==> src/rtl/mem_access_pkg.sv <==
//==============================================================================
// Module      : mem_access_pkg
// Description : Shared pipeline constants, memory-op/size encodings and the
//               memory-access state encoding.
// Revision    : 1.0 - initial release
//==============================================================================
`default_nettype none

package mem_access_pkg;

    localparam int c_XLEN_DEFAULT  = 32;
    localparam int c_REG_ADDR_W    = 5;

    // Encoding 3 is reserved and behaves as NONE.
    typedef logic [1:0] mem_op_t;
    localparam mem_op_t c_MEM_OP_NONE  = 2'd0;
    localparam mem_op_t c_MEM_OP_LOAD  = 2'd1;
    localparam mem_op_t c_MEM_OP_STORE = 2'd2;

    typedef logic [1:0] mem_size_t;
    localparam mem_size_t c_MEM_SIZE_B = 2'd0;
    localparam mem_size_t c_MEM_SIZE_H = 2'd1;
    localparam mem_size_t c_MEM_SIZE_W = 2'd2;
    localparam mem_size_t c_MEM_SIZE_D = 2'd3;

    typedef logic [0:0] state_t;
    localparam state_t c_ST_IDLE = 1'b0;
    localparam state_t c_ST_BUSY = 1'b1;

    // Doubleword accesses only exist on a 64-bit datapath.
    function automatic logic is_misaligned(input mem_size_t size, input logic [2:0] lo,
                                           input logic xlen64);
        is_misaligned = 1'b0;
        case (size)
            c_MEM_SIZE_H: is_misaligned = lo[0];
            c_MEM_SIZE_W: is_misaligned = |lo[1:0];
            c_MEM_SIZE_D: is_misaligned = !xlen64 || (|lo);
            default:      is_misaligned = 1'b0;
        endcase
    endfunction

endpackage

`default_nettype wire

==> src/rtl/mem_access_load_align.sv <==
//==============================================================================
// Module      : load_align
// Description : Extracts the addressed lanes of a read word and sign- or
//               zero-extends them to the datapath width.
// Revision    : 1.0 - initial release
//==============================================================================
`default_nettype none

module load_align
    import mem_access_pkg::*;
#(
    parameter int XLEN  = 32,
    parameter int OFF_W = $clog2(XLEN / 8)
) (
    input  logic [XLEN-1:0]  rdata_i,
    input  logic [OFF_W-1:0] offset_i,
    input  mem_size_t        size_i,
    input  logic             unsigned_i,
    output logic [XLEN-1:0]  result_o
);

    logic [XLEN-1:0] w_shifted;

    assign w_shifted = rdata_i >> {offset_i, 3'b000};

    always_comb begin
        result_o = w_shifted;
        case (size_i)
            c_MEM_SIZE_B: begin
                if (unsigned_i) result_o = XLEN'(w_shifted[7:0]);
                else            result_o = XLEN'($signed(w_shifted[7:0]));
            end
            c_MEM_SIZE_H: begin
                if (unsigned_i) result_o = XLEN'(w_shifted[15:0]);
                else            result_o = XLEN'($signed(w_shifted[15:0]));
            end
            c_MEM_SIZE_W: begin
                if (unsigned_i) result_o = XLEN'(w_shifted[31:0]);
                else            result_o = XLEN'($signed(w_shifted[31:0]));
            end
            default: result_o = w_shifted;
        endcase
    end

endmodule

`default_nettype wire

==> src/rtl/mem_access.sv <==
//==============================================================================
// Module      : mem_access
// Description : Pipeline memory-access stage: passes ALU results through and
//               runs loads/stores over a request/ack memory port.
// Revision    : 1.0 - initial release
//==============================================================================
`default_nettype none

module mem_access
    import mem_access_pkg::*;
#(
    parameter int XLEN       = c_XLEN_DEFAULT,
    parameter int REG_ADDR_W = c_REG_ADDR_W,
    parameter int BE_W       = XLEN / 8
) (
    input  logic                  clk,
    input  logic                  rst,
    input  logic                  valid_i,
    input  logic                  w_enable_i,
    input  logic [REG_ADDR_W-1:0] w_addr_i,
    input  logic [XLEN-1:0]       w_data_i,
    input  mem_op_t               mem_op_i,
    input  mem_size_t             mem_size_i,
    input  logic                  mem_unsigned_i,
    input  logic [XLEN-1:0]       store_data_i,
    output logic                  stall_o,
    output logic                  w_enable_o,
    output logic [REG_ADDR_W-1:0] w_addr_o,
    output logic [XLEN-1:0]       w_data_o,
    output logic                  misalign_o,
    output logic                  mem_req_o,
    output logic                  mem_we_o,
    output logic [XLEN-1:0]       mem_addr_o,
    output logic [BE_W-1:0]       mem_be_o,
    output logic [XLEN-1:0]       mem_wdata_o,
    input  logic [XLEN-1:0]       mem_rdata_i,
    input  logic                  mem_ack_i
);

    localparam int c_OFF_W = $clog2(BE_W);

    state_t                r_state;
    logic [XLEN-1:0]       r_addr;
    logic [XLEN-1:0]       r_wdata;
    logic [BE_W-1:0]       r_be;
    mem_size_t             r_size;
    logic                  r_unsigned;
    logic                  r_store;
    logic                  r_wen;
    logic [REG_ADDR_W-1:0] r_waddr;

    logic                  w_is_mem;
    logic                  w_misalign;
    logic                  w_start;
    logic [BE_W-1:0]       w_size_mask;
    logic [BE_W-1:0]       w_be;
    logic [XLEN-1:0]       w_wdata_rep;
    logic [XLEN-1:0]       w_load_data;

    assign w_is_mem   = (mem_op_i == c_MEM_OP_LOAD) || (mem_op_i == c_MEM_OP_STORE);
    assign w_misalign = is_misaligned(mem_size_i, w_data_i[2:0], XLEN == 64);
    assign w_start    = valid_i && w_is_mem && !w_misalign;

    always_comb begin
        w_size_mask = BE_W'(1);
        w_wdata_rep = {BE_W{store_data_i[7:0]}};
        case (mem_size_i)
            c_MEM_SIZE_H: begin
                w_size_mask = BE_W'(3);
                w_wdata_rep = {(XLEN/16){store_data_i[15:0]}};
            end
            c_MEM_SIZE_W: begin
                w_size_mask = BE_W'(15);
                w_wdata_rep = {(XLEN/32){store_data_i[31:0]}};
            end
            c_MEM_SIZE_D: begin
                w_size_mask = '1;
                w_wdata_rep = store_data_i;
            end
            default: begin
                w_size_mask = BE_W'(1);
                w_wdata_rep = {BE_W{store_data_i[7:0]}};
            end
        endcase
    end

    assign w_be = w_size_mask << w_data_i[c_OFF_W-1:0];

    // Memory port is driven only from latched state so it stays stable until ack.
    assign mem_req_o   = (r_state == c_ST_BUSY);
    assign mem_we_o    = mem_req_o && r_store;
    assign mem_addr_o  = {r_addr[XLEN-1:c_OFF_W], {c_OFF_W{1'b0}}};
    assign mem_be_o    = r_be;
    assign mem_wdata_o = r_wdata;
    assign stall_o     = (r_state == c_ST_IDLE) ? w_start : !mem_ack_i;

    load_align #(
        .XLEN  (XLEN),
        .OFF_W (c_OFF_W)
    ) u_load_align (
        .rdata_i    (mem_rdata_i),
        .offset_i   (r_addr[c_OFF_W-1:0]),
        .size_i     (r_size),
        .unsigned_i (r_unsigned),
        .result_o   (w_load_data)
    );

    always_ff @(posedge clk) begin
        if (rst) begin
            r_state    <= c_ST_IDLE;
            w_enable_o <= 1'b0;
            w_addr_o   <= '0;
            w_data_o   <= '0;
            misalign_o <= 1'b0;
            r_addr     <= '0;
            r_wdata    <= '0;
            r_be       <= '0;
            r_size     <= c_MEM_SIZE_B;
            r_unsigned <= 1'b0;
            r_store    <= 1'b0;
            r_wen      <= 1'b0;
            r_waddr    <= '0;
        end else begin
            misalign_o <= 1'b0;
            w_enable_o <= 1'b0;
            w_addr_o   <= '0;
            case (r_state)
                c_ST_IDLE: begin
                    if (valid_i) begin
                        if (!w_is_mem) begin
                            w_enable_o <= w_enable_i;
                            w_addr_o   <= w_enable_i ? w_addr_i : '0;
                            w_data_o   <= w_data_i;
                        end else if (w_misalign) begin
                            misalign_o <= 1'b1;
                        end else begin
                            r_state    <= c_ST_BUSY;
                            r_addr     <= w_data_i;
                            r_wdata    <= w_wdata_rep;
                            r_be       <= w_be;
                            r_size     <= mem_size_i;
                            r_unsigned <= mem_unsigned_i;
                            r_store    <= (mem_op_i == c_MEM_OP_STORE);
                            r_wen      <= w_enable_i;
                            r_waddr    <= w_addr_i;
                        end
                    end
                end
                c_ST_BUSY: begin
                    if (mem_ack_i) begin
                        r_state <= c_ST_IDLE;
                        if (!r_store) begin
                            w_enable_o <= r_wen;
                            w_addr_o   <= r_wen ? r_waddr : '0;
                            w_data_o   <= w_load_data;
                        end
                    end
                end
            endcase
        end
    end

endmodule

`default_nettype wire

==> config.mk <==
export PLATFORM = sky130hd
export DESIGN_NAME = mem_access
export DESIGN_NICKNAME = d
export VERILOG_FILES = /design/src/rtl/mem_access_pkg.sv /design/src/rtl/mem_access_load_align.sv /design/src/rtl/mem_access.sv
export SDC_FILE = /design/constraint.sdc
export NUM_CORES = 1
export LEC_CHECK = 0
export CAP_MARGIN = 20
export CORE_MARGIN = 1.5
export CORE_UTILIZATION = 41
export DETAILED_ROUTE_END_ITERATION = 16
export MAX_ROUTING_LAYER = met4
export PLACE_DENSITY_LB_ADDON = 0.1
export SYNTH_ARGS = -nofsm -noshare
export SYNTH_HDL_FRONTEND = slang
export SYNTH_HIERARCHICAL = 1
export SYNTH_SLANG_ARGS = --single-unit
==> constraint.sdc <==
create_clock -name clk -period 1.88 [get_ports clk]
set_input_delay 0.376 -clock clk [delete_from_list [all_inputs] [get_ports clk]]
set_output_delay 0.376 -clock clk [all_outputs]
set_load 0.005 [all_outputs]
==> flow_summary_export.csv, run 1 <==
group,metric,value,unit
run_status,outcome,"finished clean",
clock_network,clock_sinks,118,
worst_setup_path,crit_chain,"clkdlybuf4s50_1 -> nor3_4 -> o21ai_2 -> nand2_1 -> clkdlybuf4s15_2",
clock_network,numCtsBuffers,17,
sta,period_minus_slack,1.86,ns
worst_setup_path,reg2regPathDepth,6,
floorplanning,initial_core_util,0.419,
floorplanning,chipHeight,127,µm
sta,relSlewSlack,0.619,
floorplanning,rows,45,
sta,hold_ws,0.409,ns
worst_setup_path,r2r-start,"r_addr[1]$_SDFFE_PP0P_",
placed_design,place_ws,-0.628,ns
min_path,holdPathEnd,"mem_wdata_o[9]$_SDFFE_PP0P_",
cells_and_area,post-route-util,0.627,
grt,grt_usage,0.252,
clock_network,htree_levels,4,
grt,gr-total-overflow,0,
logic_synthesis,yosysUniqueCellTypes,49,
sta,rsz0062_at_grt,"true",
clock_network,clock_latency,0.41,ns
min_path,hold_start,"rst",
cells_and_area,nNetsFinal,1022,
grt,grt_pass1_wl,31100,µm
worst_setup_path,cp_slowest_cell,"clkdlybuf4s50_1",
pwr,vdd_ir_drop_max,594,µV
worst_setup_path,critPathRequiredTime,1.50,ns
pwr,powerDensity,800,nW/µm²
drt,route.detailed.drc,0,
pwr,power.internal,0.00565,W
floorplanning,io_pins,221,
placed_design,dp_hpwl,14700,µm
logic_synthesis,ys_seq_elements,118,
job,cap_violations,0,
pwr,p_total,0.00759,W
worst_setup_path,path_class,"in2out",
logic_synthesis,synth_top_cell_area_share,0.372,
worst_setup_path,r2r-end,"w_data_o[13]$_SDFFE_PP0P_",
min_path,hold_path_depth,3,
logic_synthesis,yosys.area.top_type,"dfxtp_1",
logic_synthesis,synth_edf_count,0,
drt,via_count,5986,
drt,wirelength,20000,µm
clock_network,cts_root_buffer,"clkbuf_16",
sta,skew,0.00640,ns
grt,grt_max_degree,45,
sta,hold_viol,0,
logic_synthesis,synth-warning-count,6,
logic_synthesis,netlist_instances,703,
floorplanning,coreArea,15100,µm²
floorplanning,die-area,16200,µm²
min_path,hold_class,"in2reg",
worst_setup_path,r2r_slack,0.10,ns
logic_synthesis,synthFlopType,"dfxtp_1",
pwr,power_leakage,3.71,nW
drt,routedWlPerCell,18.0,µm
logic_synthesis,syn_area,6350,µm²
sta,maxSlewViolCount,0,
placed_design,place_congestion,0.897,
floorplanning,dieWidth,127,µm
pwr,p_comb_frac,0.203,
cells_and_area,layout-drive-gt1-share,0.157,
cells_and_area,layout_common_cells,"clkdlybuf4s50_1, dfxtp_1, mux2i_1, nand2_1, buf_4",
pwr,netSwitchingFraction,0.256,
grt,grt_pass1_vias,5941,
sta,fmax,0.537,GHz
drt,drt_iter0_drc,286,
logic_synthesis,syn_area_per_cell,9.03,µm²
clock_network,cts_buffer_depth,2,
worst_setup_path,critPathArrivalTime,1.48,ns
worst_setup_path,crit_family,"buffers and inverters",
cells_and_area,fin_area,9490,µm²
sta,min_period_over_period,0.990,
logic_synthesis,ys_seq_area_frac,0.372,
placed_design,port_buffers,218,
grt,antenna_found_initial,1,
worst_setup_path,cp_max_fo,4,
placed_design,dpl-instance-area,8820,µm²
clock_network,path_clk_slew,0.06,ns
worst_setup_path,start_kind,"primary input",
pwr,power_switching,0.00194,W
pwr,sequentialPowerShare,0.362,
pwr,clockPowerShare,0.435,
sta,tightest_slew,0.569,ns
sta,setup_viol,0,
drt,ant_nets,0,
worst_setup_path,crit_buf_inv,2,
worst_setup_path,slowest_delay,0.52,ns
worst_setup_path,end_kind,"primary output",
cells_and_area,final_common_cell,"clkdlybuf4s50_1",
logic_synthesis,async_reset_ff_frac,0,
drt,avgViaCountPerCell,5.38,
clock_network,cts_tree,"yes",
logic_synthesis,synth_area_leaders,"dfxtp_1, mux2i_1, nand2_1",
sta,setup_ws,0.0191,ns
drt,dr.pass1.iters,8,
cells_and_area,area_growth,49.5,%
[worst max-delay path by stage]
stage                start  endpoint  slack [ns]  cells after the start
5_1_grt        w_data_i[1]   stall_o       -0.02                      5
3_3_place_gp   mem_op_i[0]   stall_o       -0.57                      7
6_report       w_data_i[1]   stall_o        0.02                      5
4_1_cts        mem_op_i[1]   stall_o       0.005                      6
2_1_floorplan  mem_op_i[0]   stall_o        0.06                      6
3_5_place_dp   mem_op_i[0]   stall_o       -0.63                      7
[registers in the layout (all words and copies together), names as in the netlist, 2 cells and up]
register     flops
mem_wdata_o     32
r_addr          32
w_data_o        32
r_waddr          5
w_addr_o         5
mem_be_o         4
r_size           2
[repair_timing]
| action | CTS | global route |
|---|---|---|
| pin swaps | 3 | 2 |
| resized for setup | 13 | 3 |
| hold buffers | 0 | 0 |
| gates cloned | 0 | 0 |
| setup endpoints to repair | 52 | 7 |
| setup buffers | 2 | 1 |
[layer usage]
metal  vias to the layer above  part of all wire  global-route usage
met5                         -                 0                   -
met3                        28             0.070              0.0595
met2                       219              0.48               0.405
met1                      2836              0.43               0.310
li1                       2903                 -                   -
met4                         0             0.016              0.0916
[power by group through the flow]
stage	sequential [W]	combinational [W]	clock [W]
2_1_floorplan	0.00279	0.000721	0
3_3_place_gp	0.00280	0.00149	0
3_5_place_dp	0.00280	0.00151	0
4_1_cts	0.00275	0.00153	0.00335
5_1_grt	0.00277	0.00165	0.00348
6_report	0.00275	0.00154	0.00330
[through the flow]
stage | cells | setup TNS [ns]
after CTS | 1110 | 0
after floorplan | 704 | 0
after global placement | 1076 | -41.45
after global routing | 1112 | -0.0248
after detailed placement | 1076 | -46.81
final | 1112 | 0
[worst min-delay path, delay by kind of cell]
| family | cells | cell delay [ns] |
|---|---|---|
| buf+inv | 2 | 0.24 |
| compound gates | 1 | 0.15 |
[final cells by class]
class / instances / area [µm²]
clock buffer: 20 / 447
multi-input combinational: 482 / 3440
clock inverter: 12 / 153
sequential: 118 / 2360
timing repair buffer: 289 / 2840
fill: 1254 / 5650
antenna: 1 / 2.50
tap: 188 / 235
inverter: 2 / 10.0
[Yosys cell counts, types with 4 or more instances]
master and n:
o22ai_1 8, o2bb2ai_1 8, or3b_2 8, o21ai_1 5, nor2_1 10, a22oi_1 5, o211a_1 16, o2111ai_1 8
o211ai_1 16, nor3_1 35, nand2_1 108, or2_2 9, nand2b_1 10, a211oi_1 39, mux2_2 10, mux2i_1 112
o21ai_0 10, buf_2 17, buf_6 6, dfxtp_1 118, nor2b_1 11, nand4_1 4, a21oi_1 25, buf_4 36
clkbuf_1 42
[cells by family after synthesis]
group / count (synthesis) / synth area share
buf+inv: 104 / 0.0932
simple gates: 208 / 0.160
fa+ha+maj: 1 / 0.00197
mux: 125 / 0.201
compound gates: 145 / 0.170
other cells: 1 / 0.000591
flops: 118 / 0.372
xor+xnor: 1 / 0.00138
Power figures use the tool's default switching activity.
==> run 2, diff against run 1 <==
==> constraint.sdc (replaced) <==
create_clock -name clk -period 1.88 [get_ports clk]
set_input_delay 0.376 -clock clk [delete_from_list [all_inputs] [get_ports clk]]
set_output_delay 0.376 -clock clk [all_outputs]
set_load 0.02 [all_outputs]
==> run 2 against run 1 <==
  * Non-clock buffer count down 10
  * Clock-buffer cell count increased by 3
  * Sequential share of layout area increased by 0.28 points
  * Combinational power is 9.7% higher
  * Worst setup slack gained 0.034 ns
  * Sequential power about the same
  * Register-to-register slack gained 0.05 ns
==> flow_summary_export.csv, run 2 (synthesized netlist as in run 1, its figures left out) <==
group,metric,value,unit
sta,fmax,0.547,GHz
job,cap_violations,0,
clock_network,path_clk_slew,0.05,ns
worst_setup_path,path_class,"in2out",
sta,period_minus_slack,1.83,ns
clock_network,htree_levels,4,
run_status,outcome,"finished clean",
clock_network,numCtsBuffers,17,
sta,hold_viol,0,
clock_network,cts_buffer_depth,2,
cells_and_area,final_common_cell,"clkdlybuf4s50_1",
worst_setup_path,r2r-start,"r_addr[1]$_SDFFE_PP0P_",
sta,rsz0062_at_grt,"false",
worst_setup_path,critPathArrivalTime,1.45,ns
sta,tightest_slew,0.589,ns
grt,grt_usage,0.251,
min_path,hold_start,"rst",
grt,grt_pass1_vias,5800,
drt,via_count,5942,
grt,antenna_found_initial,3,
cells_and_area,multi_input_area,3440,µm²
cells_and_area,layout_common_cells,"clkdlybuf4s50_1, dfxtp_1, mux2i_1, nand2_1, buf_4",
sta,setup_viol,0,
clock_network,clock_sinks,118,
min_path,hold_class,"in2reg",
clock_network,cts_root_buffer,"clkbuf_16",
floorplanning,dieWidth,127,µm
worst_setup_path,cp_max_fo,3,
pwr,power_leakage,3.65,nW
sta,setup_ws,0.0531,ns
drt,ant_nets,0,
placed_design,place_ws,-0.779,ns
drt,avgViaCountPerCell,5.39,
sta,min_period_over_period,0.972,
drt,routedWlPerCell,18.0,µm
clock_network,cts_tree,"yes",
worst_setup_path,end_kind,"primary output",
cells_and_area,area_growth,48.0,%
floorplanning,chipHeight,127,µm
floorplanning,die-area,16200,µm²
grt,grt_max_degree,53,
cells_and_area,layout-drive-gt1-share,0.150,
clock_network,clock_latency,0.41,ns
pwr,powerDensity,807,nW/µm²
floorplanning,coreArea,15100,µm²
cells_and_area,seqCellArea,2370,µm²
grt,gr-total-overflow,0,
placed_design,port_buffers,218,
drt,wirelength,19900,µm
pwr,vdd_ir_drop_max,604,µV
drt,dr.pass1.iters,5,
worst_setup_path,crit_start,"mem_op_i[1]",
floorplanning,initial_core_util,0.419,
floorplanning,rows,45,
placed_design,dp_hpwl,14800,µm
placed_design,place_congestion,0.879,
cells_and_area,nNetsFinal,1012,
drt,drt_iter0_drc,261,
sta,hold_ws,0.366,ns
sta,skew,0.00485,ns
floorplanning,io_pins,221,
drt,route.detailed.drc,0,
cells_and_area,fillers,1278,
worst_setup_path,critPathRequiredTime,1.50,ns
grt,grt_pass1_wl,30900,µm
sta,relSlewSlack,0.607,
sta,maxSlewViolCount,0,
worst_setup_path,start_kind,"primary input",
[run 2: final timing paths]
kind	end	slack [ns]	cells past startpoint
worst max register to register	w_data_o[8]$_SDFFE_PP0P_	0.15	6
worst min register to register	r_addr[15]$_SDFFE_PP0P_	0.45	2
worst max-delay path	stall_o	0.05	6
worst min-delay path	mem_wdata_o[10]$_SDFFE_PP0P_	0.37	3
[run 2: critical path, cell delays in order]
cell	delay, ns
clkdlybuf4s15_1	0.20
ha_4	0.26
nor3b_4	0.29
o21ai_2	0.12
nand2_2	0.09
buf_6	0.11
[run 2: layout make-up]
cell class                 count  share of cell area
sequential                   118               0.252
inverter                       2             0.00107
tap                          188              0.0250
clock buffer                  23              0.0498
antenna                        3            0.000799
timing repair buffer         279               0.295
clock inverter                 8              0.0107
multi-input combinational    482               0.366
[run 2: stage by stage]
step | util | instance area, µm² | setup TNS, ns | total power (W) | instances
2_1_floorplan | - | 6350 | 0 | 0.00368 | 704
3_3_place_gp | 0.580 | 8780 | -60.70 | 0.00445 | 1067
3_5_place_dp | 0.580 | 8780 | -63.10 | 0.00448 | 1067
4_1_cts | 0.619 | 9370 | 0 | 0.00763 | 1100
5_1_grt | 0.620 | 9400 | 0 | 0.00789 | 1103
6_report | 0.620 | 9400 | 0 | 0.00759 | 1103
[run 2: repair_timing]
action,in CTS,in global routing
pin swaps,3,1
endpoints found under the setup margin,71,11
hold buffers,0,0
gates cloned,1,0
gates resized for setup,18,6
buffers inserted,1,0
[run 2: per-layer routing]
layer / global-route usage / wire length [µm] / part of all wire
met3: 0.0603 / 1300 / 0.065
met2: 0.403 / 9480 / 0.48
met5: - / 0 / 0
met4: 0.0822 / 356 / 0.018
met1: 0.311 / 8770 / 0.44
[run 2: where the power goes]
part | internal, W | leakage [nW] | total, W | switching (W)
Combinational | 0.000864 | 2.41 | 0.00169 | 0.000824
Clock | 0.00201 | 0.277 | 0.00315 | 0.00114
Sequential | 0.00266 | 0.965 | 0.00275 | 0.0000940
==> run 3, diff against run 2 <==
--- a/config.mk
+++ b/config.mk
@@ -9,6 +9,7 @@
 export CORE_MARGIN = 1.5
 export CORE_UTILIZATION = 41
 export DETAILED_ROUTE_END_ITERATION = 16
+export GPL_TIMING_DRIVEN = 1
 export MAX_ROUTING_LAYER = met4
 export PLACE_DENSITY_LB_ADDON = 0.1
 export SYNTH_ARGS = -nofsm -noshare
==> results of run 3 <==
The final DEF is identical to that of run 2; final timing and power are the same.
